## config.mk

```make
export PLATFORM = sky130hd
export DESIGN_NAME = register_file_param
export DESIGN_NICKNAME = d
export VERILOG_FILES = /design/src/rtl/register_file_param.sv
export SDC_FILE = /design/constraint.sdc
export NUM_CORES = 2
export LEC_CHECK = 0
export CAP_MARGIN = 10
export CELL_PAD_IN_SITES_DETAIL_PLACEMENT = 1
export CELL_PAD_IN_SITES_GLOBAL_PLACEMENT = 1
export CORE_MARGIN = 5
export CORE_UTILIZATION = 30
export CTS_CLUSTER_SIZE = 20
export DETAILED_ROUTE_END_ITERATION = 10
export PLACE_DENSITY_LB_ADDON = 0.12
export SKIP_CTS_REPAIR_TIMING = 1
export SLEW_MARGIN = 30
export SYNTH_ARGS = -nofsm -noshare
export SYNTH_HDL_FRONTEND = slang
export SYNTH_SLANG_ARGS = --single-unit
```

## constraint.sdc

```tcl
create_clock -name Clk -period 7 [get_ports Clk]
set_input_delay 1.05 -clock Clk [delete_from_list [all_inputs] [get_ports Clk]]
set_output_delay 1.05 -clock Clk [all_outputs]
set_load 0.01 [all_outputs]
```

## src/rtl/register_file_param.sv

```systemverilog
// register_file_param: two-read / two-write register file with registered
// reads, port-2 write priority, optional hardwired zero register, optional
// write-to-read forwarding and a one-register-per-cycle clear sweep.
module register_file_param #(
   parameter int DATA_WIDTH = 64,
   parameter int ADDR_WIDTH = 5,
   parameter int ZERO_REG   = 1,
   parameter int BYPASS     = 1
) (
   input  logic                  Clk,
   input  logic                  Rst,
   input  logic                  En,
   input  logic                  clear_req,
   output logic                  busy,
   input  logic [ADDR_WIDTH-1:0] read_reg1,
   input  logic [ADDR_WIDTH-1:0] read_reg2,
   output logic [DATA_WIDTH-1:0] read_data1,
   output logic [DATA_WIDTH-1:0] read_data2,
   input  logic [ADDR_WIDTH-1:0] write_reg1,
   input  logic [ADDR_WIDTH-1:0] write_reg2,
   input  logic [DATA_WIDTH-1:0] write_data1,
   input  logic [DATA_WIDTH-1:0] write_data2,
   input  logic                  reg_write1,
   input  logic                  reg_write2
);

   localparam int DEPTH = 1 << ADDR_WIDTH;

   localparam logic [0:0] ST_CLEAR = 1'b0;
   localparam logic [0:0] ST_IDLE  = 1'b1;

   localparam logic [ADDR_WIDTH-1:0] PTR_LAST  = ADDR_WIDTH'(DEPTH - 1);
   localparam logic [ADDR_WIDTH-1:0] ADDR_ZERO = {ADDR_WIDTH{1'b0}};
   localparam logic [DATA_WIDTH-1:0] DATA_ZERO = {DATA_WIDTH{1'b0}};

   logic [DATA_WIDTH-1:0] mem_q [DEPTH];

   logic [0:0]            state_q, state_d;
   logic [ADDR_WIDTH-1:0] ptr_q,   ptr_d;
   logic                  busy_q,  busy_d;
   logic [DATA_WIDTH-1:0] rd1_q,   rd1_d;
   logic [DATA_WIDTH-1:0] rd2_q,   rd2_d;
   logic                  we1_s,   we2_s;

   // Operand selection for one read port: stored value, overridden by a
   // committing write to the same address (port 2 last so it wins), and
   // forced to zero for the hardwired register.
   function automatic logic [DATA_WIDTH-1:0] read_sel(
      input logic [ADDR_WIDTH-1:0] raddr,
      input logic [DATA_WIDTH-1:0] stored,
      input logic                  w1,
      input logic [ADDR_WIDTH-1:0] waddr1,
      input logic [DATA_WIDTH-1:0] wdata1,
      input logic                  w2,
      input logic [ADDR_WIDTH-1:0] waddr2,
      input logic [DATA_WIDTH-1:0] wdata2
   );
      logic [DATA_WIDTH-1:0] val;
      val = stored;
      if (BYPASS != 0) begin
         if (w1 && (waddr1 == raddr)) begin
            val = wdata1;
         end else begin
            val = val;
         end
         if (w2 && (waddr2 == raddr)) begin
            val = wdata2;
         end else begin
            val = val;
         end
      end else begin
         val = stored;
      end
      if ((ZERO_REG != 0) && (raddr == ADDR_ZERO)) begin
         val = DATA_ZERO;
      end else begin
         val = val;
      end
      return val;
   endfunction

   // Write qualification: only in IDLE, enabled, no clear request, and never to the zero register.
   always_comb begin
      we1_s = 1'b0;
      we2_s = 1'b0;
      if ((state_q == ST_IDLE) && En && !clear_req) begin
         we1_s = reg_write1 && !((ZERO_REG != 0) && (write_reg1 == ADDR_ZERO));
         we2_s = reg_write2 && !((ZERO_REG != 0) && (write_reg2 == ADDR_ZERO));
      end else begin
         we1_s = 1'b0;
         we2_s = 1'b0;
      end
   end

   // Next-state logic for the sweep FSM and the read-data registers.
   always_comb begin
      state_d = state_q;
      ptr_d   = ptr_q;
      busy_d  = busy_q;
      rd1_d   = rd1_q;
      rd2_d   = rd2_q;
      case (state_q)
         ST_CLEAR: begin
            rd1_d = DATA_ZERO;
            rd2_d = DATA_ZERO;
            if (ptr_q == PTR_LAST) begin
               state_d = ST_IDLE;
               busy_d  = 1'b0;
               ptr_d   = ptr_q;
            end else begin
               ptr_d   = ptr_q + ADDR_WIDTH'(1);
            end
         end
         ST_IDLE: begin
            if (En) begin
               rd1_d = read_sel(read_reg1, mem_q[read_reg1], we1_s, write_reg1,
                                write_data1, we2_s, write_reg2, write_data2);
               rd2_d = read_sel(read_reg2, mem_q[read_reg2], we1_s, write_reg1,
                                write_data1, we2_s, write_reg2, write_data2);
               if (clear_req) begin
                  state_d = ST_CLEAR;
                  ptr_d   = ADDR_ZERO;
                  busy_d  = 1'b1;
               end else begin
                  state_d = ST_IDLE;
               end
            end else begin
               rd1_d = rd1_q;
               rd2_d = rd2_q;
            end
         end
         default: begin
            state_d = ST_CLEAR;
            ptr_d   = ADDR_ZERO;
            busy_d  = 1'b1;
            rd1_d   = DATA_ZERO;
            rd2_d   = DATA_ZERO;
         end
      endcase
   end

   // Control and read-data registers with synchronous reset into the sweep.
   always_ff @(posedge Clk) begin
      if (Rst) begin
         state_q <= ST_CLEAR;
         ptr_q   <= ADDR_ZERO;
         busy_q  <= 1'b1;
         rd1_q   <= DATA_ZERO;
         rd2_q   <= DATA_ZERO;
      end else begin
         state_q <= state_d;
         ptr_q   <= ptr_d;
         busy_q  <= busy_d;
         rd1_q   <= rd1_d;
         rd2_q   <= rd2_d;
      end
   end

   // Storage array: sweep zeroing in CLEAR, port writes in IDLE (port 2 assigned last so it wins).
   always_ff @(posedge Clk) begin
      if (!Rst) begin
         if (state_q == ST_CLEAR) begin
            mem_q[ptr_q] <= DATA_ZERO;
         end else begin
            if (we1_s) begin
               mem_q[write_reg1] <= write_data1;
            end
            if (we2_s) begin
               mem_q[write_reg2] <= write_data2;
            end
         end
      end
   end

   assign busy       = busy_q;
   assign read_data1 = rd1_q;
   assign read_data2 = rd2_q;

endmodule

```

=== After elaboration in Yosys (flattened, before gate mapping) ===
Memories as Yosys holds them, arrays and structs flattened.
Cells that the tools add are included.

* Register bits after elaboration: 135
* RAM bits: 2048
* Input port bits: 154
* Output and inout bits: 129
* Logic and storage cells: 73
* Memories: 1

{| class="wikitable"
|+ Memory list
! memory !! words !! width !! rd ports !! clocked after memory_dff !! write ports !! RTL line !! text
|-
| mem_q || 32 || 64 || 2 || 0 || 2 || 36 || <nowiki>logic [DATA_WIDTH-1:0] mem_q [DEPTH];</nowiki>
|}

* Add/subtract/negate cells: 1
* Eq/ne operators: 9
* Muxes and demuxes: 38
* Bitwise gates (word level): 1
* Reductions and logical operators: 18

{| class="wikitable"
|+ Operators with widths
! cell !! count
|-
| $mux 64 || 9
|-
| $pmux 64 s2 || 2
|-
| $reduce_or 64->1 || 1
|-
| $eq 5x5->1 || 4
|-
| $logic_not 5->1 || 4
|-
| $mux 1 || 20
|-
| $mux 5 || 4
|-
| $pmux 5 s2 || 1
|-
| $logic_and 1x1->1 || 8
|-
| $ne 2x2->1 const B || 4
|-
| $reduce_and 3->1 || 2
|-
| $add 5x1->5 const B || 1
|-
| $eq 5x5->1 const B || 1
|-
| $pmux 1 s2 || 2
|-
| $logic_not 1->1 || 3
|-
| $not 1->1 || 1
|}

=== Depth between registers and ports, before layout ===
* Word-level depth: 10
* Mapped depth: 10
* Gate-level depth less buffers: 8

=== Worst setup path before layout ===
OpenSTA, ideal clock, no wires.

* Path kind: input port to flip-flop
* Start point: input port write_reg1[0]
* End point: memory mem_q[3][0] (enable)
* Library setup time: 0.499 ns
* Arrival: 5.499 ns
* Data required time: 6.501 ns
* Setup slack: 1.002 ns
* Stages on the path: 7
* Buffers on the path: 2
* Cell sequence: clkbuf_1 nor3_2 a211oi_2 buf_2 mux2i_1 nand2_1 o21bai_1

{| class="wikitable"
|+ RTL lines
! what !! RTL line !! text
|-
| start, declared || 19 || <nowiki>input logic [ADDR_WIDTH-1:0] write_reg1,</nowiki>
|-
| end, declared || 36 ||
|}

==> results.toml <==
[die]
fp.dieArea_um2 = 424000
floorplan.io_pins = 283
floorplan.die.width_um = 651
effective_utilization_at_floorplan = 0.301
core_region_area_um2 = 410000
num_rows = 235
floorplan.die.height_um = 651

[yosys]
post_synth_num_cell_types = 56
ys_flop_type = "sky130_fd_sc_hd__edfxtp_1"
ys.warnings.count = 0
share_of_flip_flops_with_an_asynchronous_set_or_reset = 0
syn_inst = 10400
post_synth_instance_area_um2 = 123000
ys_seq_elements = 2183
synth_fp_nets = 10500
mean_post_synth_cell_area_um2 = 11.9
synth_edf_count = 2048
synth_seq_area_share = 0.521

[power_and_ir_drop]
max-vdd-ir-drop_v = 0.000150
p_leak_nw = 39.0
fin_total_pwr_mw = 31.0
power_per_cell_area_nw_per_um2 = 220

[detailed_routing]
wl_met3_um = 30000
met2RoutedLength_um = 281000
dr.first_iter.drc_count = 9634
finalWirelength_um = 582000
drt-pass1-iter-count = 5
num_vias = 93500
met1_layer_wirelength_in_the_final_routing_um = 242000
highest_layer = "met5"
detail_route.drc_violations = 0
route.detailed.vias_per_inst = 5.98
avgRoutedWirePerCell_um = 37.3
drtAntennaViolNets = 0

[clocking]
cts_inserted_buffers = 285
htree_num_levels = 5
cts.clk_slew.worst_paths_ns = 0.06
cts.sink_count = 2183
cts_buffer_depth = 4
ctsRootBufferMaster = "sky130_fd_sc_hd__clkbuf_16"
tritoncts = "built"
clk-insertion-delay-late_ns = 0.92

[placement]
place.port_buffers = 282
globalplace.congestion = 0.808
hpwl_um = 344000
placed_instances = 15100

[final_layout]
synthToLayoutAreaGrowth_pct = 14.2
layout_commonest_cell = "sky130_fd_sc_hd__nand2_1"
post_route_cells_drive_above_1_share = 0.194
layout_common_cells = "sky130_fd_sc_hd__nand2_1, sky130_fd_sc_hd__edfxtp_1, sky130_fd_sc_hd__o21ai_0"
layout.cells.non_filler = 15600
num-nets-final = 10100

[global_route]
global_route_wire_length_before_repair_um = 801000
grt_util_all_layers = 0.267
grt_remaining_overflow = 0
maximum_number_of_pins_on_one_net_before_global_route_repair = 129
antenna_violations_before_repair = 21
vias_in_the_first_global_route = 96300

[worst_setup_path]
timing.critical_path.to_type = "flip-flop"
timing.critical_path.from_type = "primary input"
path_cells = "clkdlybuf4s50_1, nand4b_1, a211oi_4, buf_4, a31oi_2, buf_4, o21bai_4, buf_12"
critical_path_rt_ns = 7.51
critPathArrivalTime_ns = 5.16
path_class = "in2reg"
critPathMostFrequentCell = "sky130_fd_sc_hd__buf_4"
crit_slowest_cell = "sky130_fd_sc_hd__a211oi_4"
critical_path.max_fanout = 54
max_stage_delay_ns = 0.76

[min_path]
holdCritPathClass = "reg2reg"

[timing]
totalNegativeSetupSlack_ns = 0
fin_worst_skew_ns = 0.0444
finalHoldViolations = 0
post-route-min-period_ns = 4.65
layout_worst_path_cycle_share = 0.664
final-setup-viol-count = 0
finalMaxSlewViolations = 0
worst_tran_pin_value_ns = 1.12
rsz0062_at_grt = "false"
slew_headroom = 0.256
fmax_mhz = 215

[run]
drv_cap = 0

[status]
outcome = "complete, no violations"
[kinds of logic (layout without fill, tap and decap cells)]
kind of cell               count (synthesis)  count (layout)  synth area share
AOI/OAI and AO/OA                       2873            2873             0.134
xor gates and xnor gates                  24              24           0.00171
adders and majority gates                  2               2          0.000203
buffers and inverters                   1382            1178            0.0471
DFF                                     2183            2183             0.521
muxes                                   1395            1395             0.218
other                                      0              15                 0
and+or+nand+nor                         2504            2504            0.0787
[worst max-delay path, delay by kind of cell]
kind | cells | cell delay [ns]
AND/OR/NAND/NOR | 1 | 0.32
AO/OA/AOI/OAI | 3 | 1.48
buffers and inverters | 4 | 1.98
[stage by stage]
step	worst slack, ns	cell area (um2)	util	hold slack [ns]
after floorplan	1.00	123000	-	0.517
after global placement	1.61	131000	0.321	0.500
after detailed placement	1.53	132000	0.322	0.507
after CTS	2.48	141000	0.343	0.509
after global routing	2.32	141000	0.344	0.536
final	2.35	141000	0.344	0.506
[final timing paths]
path                  start             end  slack (ns)  cells past startpoint
max                      En   mem_q[31][23]        2.35                      8
min          read_data2[36]  read_data2[36]        0.51                      2
max reg2reg         state_q   mem_q[31][23]        2.38                      7
min reg2reg  read_data2[36]  read_data2[36]        0.51                      2
[cell usage after synthesis, types with 5 or more instances]
| cell type | n | area share |
|---|---|---|
| sky130_fd_sc_hd__o22ai_1 | 51 | 0.0026 |
| sky130_fd_sc_hd__o21ai_0 | 1937 | 0.079 |
| sky130_fd_sc_hd__xnor2_1 | 16 | 0.0011 |
| sky130_fd_sc_hd__nand2b_1 | 5 | 0.00025 |
| sky130_fd_sc_hd__a221oi_1 | 245 | 0.017 |
| sky130_fd_sc_hd__a311oi_1 | 5 | 0.00036 |
| sky130_fd_sc_hd__o211ai_1 | 69 | 0.0042 |
| sky130_fd_sc_hd__a21oi_1 | 59 | 0.0024 |
| sky130_fd_sc_hd__o31ai_1 | 124 | 0.0076 |
| sky130_fd_sc_hd__nand2_1 | 2397 | 0.073 |
| sky130_fd_sc_hd__buf_1 | 59 | 0.0018 |
| sky130_fd_sc_hd__inv_1 | 68 | 0.0021 |
| sky130_fd_sc_hd__buf_2 | 342 | 0.014 |
| sky130_fd_sc_hd__buf_4 | 34 | 0.0021 |
| sky130_fd_sc_hd__a221oi_2 | 7 | 0.00085 |
| sky130_fd_sc_hd__nor2_1 | 22 | 0.00067 |
| sky130_fd_sc_hd__o21bai_1 | 32 | 0.0019 |
| sky130_fd_sc_hd__o21ai_1 | 171 | 0.0069 |
| sky130_fd_sc_hd__mux2i_1 | 300 | 0.024 |
| sky130_fd_sc_hd__a22oi_1 | 160 | 0.0097 |
| sky130_fd_sc_hd__xor2_1 | 8 | 0.00057 |
| sky130_fd_sc_hd__nor2b_1 | 9 | 0.00046 |
| sky130_fd_sc_hd__edfxtp_1 | 2048 | 0.50 |
| sky130_fd_sc_hd__dfxtp_1 | 135 | 0.022 |
| sky130_fd_sc_hd__mux4_2 | 1024 | 0.19 |
| sky130_fd_sc_hd__and2_1 | 27 | 0.0014 |
| sky130_fd_sc_hd__mux2_2 | 70 | 0.0064 |
| sky130_fd_sc_hd__buf_6 | 7 | 0.00064 |
| sky130_fd_sc_hd__and3_1 | 11 | 0.00056 |
| sky130_fd_sc_hd__clkbuf_1 | 870 | 0.026 |
[report_power, final]
part           total (mW)  internal [mW]  switching (mW)
clock network        14.6           8.47            6.12
logic                2.22          0.714            1.50
registers            14.2           14.2          0.0465
[area by class of cell]
type | instances | area [um2]
tap | 5451 | 6820
clock buffer | 394 | 7910
antenna | 15 | 37.5
timing repair buffer | 601 | 6490
sequential | 2183 | 64200
multi-input combinational | 6798 | 54000
inverter | 68 | 255
fill | 43200 | 269000
clock inverter | 115 | 1010
[state kept, by name, summed over array words and instances (netlist names)]
| signal | cells |
|---|---|
| read_data1 | 64 |
| ptr_q | 5 |
| busy | 1 |
| mem_q | 2048 |
| state_q | 1 |
| read_data2 | 64 |
[metal layers]
metal  vias to the layer above  global-route usage
li1                      38700                   -
met1                     50200               0.347
met2                      3548               0.451
met3                       993              0.0276
met4                         6               0.116
met5                         -                   0
Power figures use the tool's default switching activity.
